==> src/rtl/rf_wb_arbiter.sv <==
// Writeback arbiter for the single register-file write port, with a
// per-register outstanding-write scoreboard that drives decode stalls.
module rf_wb_arbiter #(
  parameter int DATA_W = 16,
  parameter int REG_W  = 4,
  parameter int CNT_W  = 2
) (
  input  logic              clk,
  input  logic              rst,
  input  logic              a_valid,
  input  logic [REG_W-1:0]  a_dst,
  input  logic [DATA_W-1:0] a_data,
  output logic              a_ready,
  input  logic              b_valid,
  input  logic [REG_W-1:0]  b_dst,
  input  logic [DATA_W-1:0] b_data,
  output logic              b_ready,
  input  logic              iss_valid,
  input  logic [REG_W-1:0]  iss_dst,
  output logic              iss_block,
  input  logic [REG_W-1:0]  chk_reg1,
  input  logic [REG_W-1:0]  chk_reg2,
  output logic              stall,
  output logic [REG_W-1:0]  DstReg,
  output logic              WriteReg,
  output logic [DATA_W-1:0] DstData
);

  localparam int NREG = 2 ** REG_W;
  localparam logic [CNT_W-1:0] CNT_MAX  = '1;
  localparam logic [CNT_W-1:0] CNT_ONE  = CNT_W'(1);
  localparam logic [REG_W-1:0] REG_ZERO = '0;

  // last_a is set when A won the most recent transfer; cleared so A wins the first tie
  logic              last_a;
  logic [CNT_W-1:0]  cnt [NREG];

  logic              xfer_a;
  logic              xfer_b;
  logic              xfer;
  logic [REG_W-1:0]  xfer_dst;
  logic [DATA_W-1:0] xfer_data;
  logic [NREG-1:0]   inc_vec;
  logic [NREG-1:0]   dec_vec;
  logic              haz1;
  logic              haz2;

  always_comb begin
    a_ready = !rst && a_valid && (!b_valid || !last_a);
    b_ready = !rst && b_valid && (!a_valid || last_a);
    xfer_a  = a_valid && a_ready;
    xfer_b  = b_valid && b_ready;
    xfer    = xfer_a || xfer_b;
    xfer_dst  = xfer_a ? a_dst  : b_dst;
    xfer_data = xfer_a ? a_data : b_data;
  end

  always_comb begin
    inc_vec = '0;
    dec_vec = '0;
    if (iss_valid && iss_dst != REG_ZERO && cnt[iss_dst] != CNT_MAX)
      inc_vec[iss_dst] = 1'b1;
    if (WriteReg && cnt[DstReg] != '0)
      dec_vec[DstReg] = 1'b1;
  end

  always_comb begin
    iss_block = !rst && iss_valid && iss_dst != REG_ZERO && cnt[iss_dst] == CNT_MAX;
    // A single pending write that lands this cycle is covered by the RF bypass
    haz1 = chk_reg1 != REG_ZERO &&
           (cnt[chk_reg1] > CNT_ONE ||
            (cnt[chk_reg1] == CNT_ONE && !(WriteReg && DstReg == chk_reg1)));
    haz2 = chk_reg2 != REG_ZERO &&
           (cnt[chk_reg2] > CNT_ONE ||
            (cnt[chk_reg2] == CNT_ONE && !(WriteReg && DstReg == chk_reg2)));
    stall = !rst && (haz1 || haz2);
  end

  always_ff @(posedge clk) begin
    if (rst) begin
      WriteReg <= 1'b0;
      DstReg   <= '0;
      DstData  <= '0;
      last_a   <= 1'b0;
    end else if (xfer) begin
      WriteReg <= xfer_dst != REG_ZERO;
      DstReg   <= xfer_dst;
      DstData  <= xfer_data;
      last_a   <= xfer_a;
    end else begin
      WriteReg <= 1'b0;
    end
  end

  always_ff @(posedge clk) begin
    for (int r = 0; r < NREG; r++) begin
      if (rst)
        cnt[r] <= '0;
      else if (inc_vec[r] && !dec_vec[r])
        cnt[r] <= cnt[r] + CNT_ONE;
      else if (dec_vec[r] && !inc_vec[r])
        cnt[r] <= cnt[r] - CNT_ONE;
    end
  end

endmodule
==> config.mk <==
export PLATFORM = sky130hd
export DESIGN_NAME = rf_wb_arbiter
export DESIGN_NICKNAME = d
export VERILOG_FILES = /design/src/rtl/rf_wb_arbiter.sv
export SDC_FILE = /design/constraint.sdc
export NUM_CORES = 1
export LEC_CHECK = 0
export BUFFER_PORTS_ARGS = -buffer_cell sky130_fd_sc_hd__buf_2
export CAP_MARGIN = 20
export CELL_PAD_IN_SITES_DETAIL_PLACEMENT = 0
export CELL_PAD_IN_SITES_GLOBAL_PLACEMENT = 1
export CORE_MARGIN = 10
export CORE_UTILIZATION = 40
export CTS_BUF_LIST = sky130_fd_sc_hd__clkbuf_4 sky130_fd_sc_hd__clkbuf_8
export DETAILED_ROUTE_END_ITERATION = 10
export MAX_ROUTING_LAYER = met4
export PLACE_DENSITY = 0.76
export SLEW_MARGIN = 20
export SYNTH_ARGS = -nofsm -noshare
export SYNTH_HDL_FRONTEND = slang
export SYNTH_SLANG_ARGS = --single-unit
==> constraint.sdc <==
create_clock -name clk -period 3.45 [get_ports clk]
set_clock_uncertainty 0.05 [all_clocks]
set_input_delay 0.1725 -clock clk [delete_from_list [all_inputs] [get_ports clk]]
set_output_delay 0.1725 -clock clk [all_outputs]
set_load 0.02 [all_outputs]
Word-level counts from Yosys, hierarchy flattened
Memories as Yosys holds them, arrays and structs flattened. A register that Yosys moved wholly into a read port is not among the register bits.
Cells that the tools add are included.
{"block": "word_totals", "register_bits": 22, "latch_bits": 0, "mem_bits_rw": 32, "romBits": 0, "in_bits": 57, "output_inout_bits": 25, "elab_cells": 341, "memories": 1}
{"block": "classes", "addsub": 32, "mul": 0, "div": 0, "magnitude_cmp": 6, "eq_ne": 6, "shift": 0, "n_mux": 156, "n_bitwise": 33, "reduce_logical": 103}
{"name": "cnt", "depth": 16, "word_bits": 2, "rd": 20, "rd_clocked_by_memory_dff": 1, "write_ports": 16, "line_no": "36", "text": "logic [CNT_W-1:0] cnt [NREG];"}
{"cell": "two-way mux 1 bit", "count": 116}
{"cell": "two-way mux 2 bit", "count": 32}
{"cell": "logical AND 1 bit", "count": 53}
{"cell": "two-way mux 16 bit", "count": 3}
{"cell": "logical NOT 1 bit", "count": 38}
{"cell": "adder 2 x 1 -> 2 bit, second input constant", "count": 16}
{"cell": "OR 1 bit", "count": 32}
{"cell": "subtractor 2 x 1 -> 2 bit, second input constant", "count": 16}
{"cell": "nonzero test 4 bit", "count": 4}
{"cell": "two-way mux 4 bit", "count": 3}
{"cell": "< comparator 4 x 5 -> 1 bit, second input constant", "count": 2}
{"cell": "demux 1 bit (select 4 bit)", "count": 2}
{"cell": "== test 4 bit", "count": 2}
{"cell": "greater-or-equal comparator 4 x 1 -> 1 bit, second input constant", "count": 2}
{"cell": "logical OR 1 bit", "count": 6}
{"cell": "== test 2 x 1 -> 1 bit, second input constant", "count": 2}
{"cell": "greater-than comparator 2 x 1 -> 1 bit, second input constant", "count": 2}
{"cell": "== test 2 bit, second input constant", "count": 1}
{"cell": "!= test 2 bit, second input constant", "count": 1}
{"cell": "nonzero test 2 bit", "count": 1}
{"cell": "OR reduction 2 bit", "count": 1}
{"cell": "NOT 1 bit", "count": 1}

Depth between registers and ports, before layout
{"block": "logic_depth", "depth_word": 12, "mapped_depth": 8, "ltp_nobuf": 6}

Worst setup path after synthesis
No wires, ideal clock.
{"block": "synth_timing", "path_kind": "input-to-output", "start": "input iss_dst[1]", "end": "output iss_block", "arrival_time_ns": 2.317, "required_time_ns": 3.227, "setup_slack_ns": 0.910, "path_stages": 7, "path_buffers": 2, "path_cell_list": "clkbuf_1 -> mux4_2 -> a22oi_1 -> nand2_1 -> buf_2 -> nand2_1 -> a2111oi_0"}
{"block": "synth_via", "elab_chain_cells": 3, "elab_cells_between_ends": 5, "cone_classes": "1 x eq/ne; 3 x reduce/logical; 1 x memory"}
{"element": "from (decl)", "line_no": "19", "text": "input logic [REG_W-1:0] iss_dst,"}
{"element": "memory read (16 x 2 bit) / nonzero test 4 bit (equally long branches)"}
{"element": "== test 2 bit / logical AND 1 bit (equally long branches)", "line_no": "68", "text": "iss_block = !rst && iss_valid && iss_dst != REG_ZERO && cnt[iss_dst] == CNT_MAX;"}
{"element": "logical AND 1 bit (*)", "line_no": "68"}
{"element": "to (decl)", "line_no": "20", "text": "output logic iss_block,"}
Mark *: on every way between the ends. The rest lies on a longest branch, timed or not.

Final worst setup path
{"block": "layout_timing", "start": "register DstReg[3]", "end": "output stall"}
{"block": "layout_via", "elab_chain_cells": 8, "elab_cells_between_ends": 14, "cone_classes": "2 x eq/ne; 12 x reduce/logical"}
{"element": "from (decl)", "line_no": "24", "text": "output logic [REG_W-1:0] DstReg,"}
{"element": "from (signal assigned)", "line_no": "87", "text": "DstReg <= xfer_dst;"}
{"element": "== test 4 bit (on tied branches)", "line_no": "72, 75"}
{"element": "logical AND 1 bit (on tied branches)", "line_no": "72, 75"}
{"element": "logical NOT 1 bit (on tied branches)", "line_no": "72, 75"}
{"element": "logical AND 1 bit (on tied branches)", "line_no": "72, 75"}
{"element": "logical OR 1 bit (on tied branches)", "line_no": "71, 74"}
{"element": "logical AND 1 bit (on tied branches)", "line_no": "70, 73"}
{"element": "logical OR 1 bit (*)", "line_no": "76", "text": "stall = !rst && (haz1 || haz2);"}
{"element": "logical AND 1 bit (*)", "line_no": "76"}
{"element": "to (decl)", "line_no": "23", "text": "output logic stall,"}
Marks and branches as above.

==> flow_metrics.py <==
metrics = {
    "global_route": {
        "met2_usage_pct": 22.8,
        "grt_overflow_total": 0,
        "busiest_layer": "met2",
        "grt_pass1_vias": 4036,
        "track_usage_pct": 16.1,
        "grt_max_degree": 84,
        "met1_usage_pct": 21.4,
        "use_met3_pct": 4.72,
        "antenna_found_initial": 0,
        "grt_pass1_wl_mm": 20.4,
    },
    "clock_tree": {
        "cts.clk_slew.worst_paths_ps": 70,
        "cts_setup_buffers": 0,
        "cts_tree": "yes",
        "htreeDepth": 3,
        "cts.sinks": 58,
        "cts_hold_buf": 0,
        "ctsResizeCount": 0,
        "root_buffer": "clkbuf_8",
        "clk_path_buf_depth": 2,
        "clock_latency_ps": 340,
        "cts_buffers": 9,
    },
    "power": {
        "comb_power_share_pct": 21.2,
        "peakVddDrop_mv": 0.309,
        "p_switching_mw": 0.607,
        "power_frac_clock_pct": 36.7,
        "seqPwrFrac_pct": 42.0,
        "p_per_area_mw_per_mm2": 391,
        "power_switching_share_pct": 30.4,
        "p_int_mw": 1.39,
        "total_leakage_power_nw": 1.85,
    },
    "floorplanning": {
        "die_x_um": 125,
        "dieArea_mm2": 0.0156,
        "initial_core_util_pct": 40.7,
        "ioPinCount": 82,
        "placementRows": 38,
        "core-area_mm2": 0.0108,
        "die_height_um": 125,
    },
    "placement": {
        "io_buffer_count": 81,
        "gp_congestion": 0.941,
        "dp_hpwl_mm": 9.28,
        "placed_area_mm2": 0.00488,
    },
    "yosys": {
        "synthesis.area_mm2": 0.00439,
        "ys_seq_elements": 58,
        "yosysTopAreaCell": "edfxtp_1",
        "async_flop_share_pct": 0,
        "synthCells": 451,
        "synth_edf_count": 32,
        "synth_compound_area_share_pct": 12.0,
        "synthXorXnorAreaFrac_pct": 7.18,
        "synth_cell_types": 48,
        "synth_fp_nets": 508,
        "muxShareOfSynthArea_pct": 20.2,
        "synth_top_family_by_area": "simple AND/OR/NAND/NOR gates",
        "yosys.area_share.simple_pct": 22.3,
        "ys_warn_count": 0,
        "yosysTopAreaCellShare_pct": 21.9,
        "synth_ff_type": "edfxtp_1",
        "syn_avg_cell_area_um2": 9.74,
        "yosys-top-cells-area": "edfxtp_1, dfxtp_1, mux4_2",
        "synthAdderAreaFrac_pct": 0,
        "yosysSeqAreaShare_pct": 33.7,
    },
    "layout": {
        "layout_commonest_cell": "buf_2",
        "design_area_mm2": 0.00510,
        "mostFrequentLayoutCells": "buf_2, nor2_1, edfxtp_1, mux2i_1",
        "n_antenna_cell": 0,
        "syn_to_final_growth_pct": 16.2,
        "drive_above_1_share_pct": 26.4,
        "nets": 574,
    },
    "setup_path": {
        "crit_fanout": 12,
        "r2r-start": "cnt[12][0]",
        "crit_required_ps": 3230,
        "crit_path_start_kind": "flip-flop",
        "crit_path_start": "DstReg[3]",
        "path_class": "reg2out",
        "crit_arrival_ps": 2790,
        "crit_path_end_kind": "primary output",
    },
    "routing": {
        "wl_per_cell_um": 19.0,
        "wl_mm": 12.6,
        "vias_per_cell": 6.01,
        "dr.first_iter.drc_count": 261,
        "drtAntennaViolNets": 0,
        "drc_errors": 0,
        "drt_first_pass_iters": 7,
        "vias": 3977,
    },
    "timing": {
        "hold_ws_ps": 20.9,
        "finalMaxSlewViolations": 0,
        "slew_headroom_pct": 29.3,
        "fin_crit_ps": 3020,
        "tightest_slew_ps": 1040,
        "grt_setup_unrepaired": "false",
        "period_share_pct": 87.4,
        "setup-violations-final": 0,
        "hold_violations": 0,
        "fin_tns_setup_ps": 0,
        "max_freq_mhz": 332,
    },
    "flow_run": {
        "cap_violations": 0,
    },
    "hold_path": {
        "hold_class": "in2reg",
        "worstHoldStart": "b_dst[1]",
    },
    "status": {
        "status": "complete, no violations",
    },
}
-- state kept, by name, indices dropped and copies added (netlist names), named ones only --
register / cells
cnt: 32
WriteReg: 1
DstData: 16
DstReg: 4
last_a: 1
-- cell usage after synthesis (10+ instances only) --
cell      count
a21oi_1      23
dfxtp_1      26
nand2b_1     15
nor4_1       15
mux4_2       23
a22oi_1      10
nor2_1       41
clkbuf_1     22
edfxtp_1     32
nand3b_1     17
a211oi_1     22
or3_1        14
xnor2_1      26
nand3_1      17
mux2i_1      29
xor2_1       10
nor3_1       17
nand2_1      21
-- area by class of cell --
cell class	instances	area [um2]
clock buffers	11	145
fillers	1005	5690
multi-input cells	348	2710
repair buffers	92	488
clock inverters	5	76.3
flip-flops and latches	58	1480
inverters	8	30.0
well taps	140	175
-- per-layer routing --
layer | vias up | part of all wire [%]
met3 | 22 | 8.1
met5 | - | 0
met2 | 198 | 43
met4 | 0 | 1.7
met1 | 1912 | 47
li1 | 1845 | -
-- metrics by stage --
step                      utilization [%]  power [mW]  worst slack (ps)  std cells
after floorplan                         -        1.14               910        451
after global placement               45.2        1.26               559        646
after detailed placement             45.2        1.27               489        646
after CTS                            47.3        2.01               589        662
after global routing                 47.3        2.09               415        662
final                                47.3        2.00               434        662
-- worst max-delay path: stages, from the launching register on --
cell and delay (ps):
dfxtp_1 470, inv_1 140, o21ai_0 100, nor4_1 680, a21boi_0 200, o311ai_0 500, a31oi_1 150, buf_2 200
-- logic make-up after synthesis --
family | Yosys count
simple gates | 180
compound gates | 77
flops | 58
mux | 55
buf+inv | 45
xor+xnor | 36
-- path summary, 6_finish.rpt --
path / endpoint / slack (ps) / depth (start not counted)
max: stall / 430 / 7
min: WriteReg / 20 / 3
max reg2reg: cnt[10][1] / 580 / 8
min reg2reg: DstData[11] / 400 / 2
-- power groups by stage --
stage	Clock [mW]	Sequential [mW]	Combinational, mW
after floorplan	0	0.847	0.296
after global placement	0	0.850	0.414
after detailed placement	0	0.852	0.421
after CTS	0.752	0.838	0.422
after global routing	0.777	0.845	0.464
final	0.734	0.839	0.424
(Power assumes the default switching activity.)
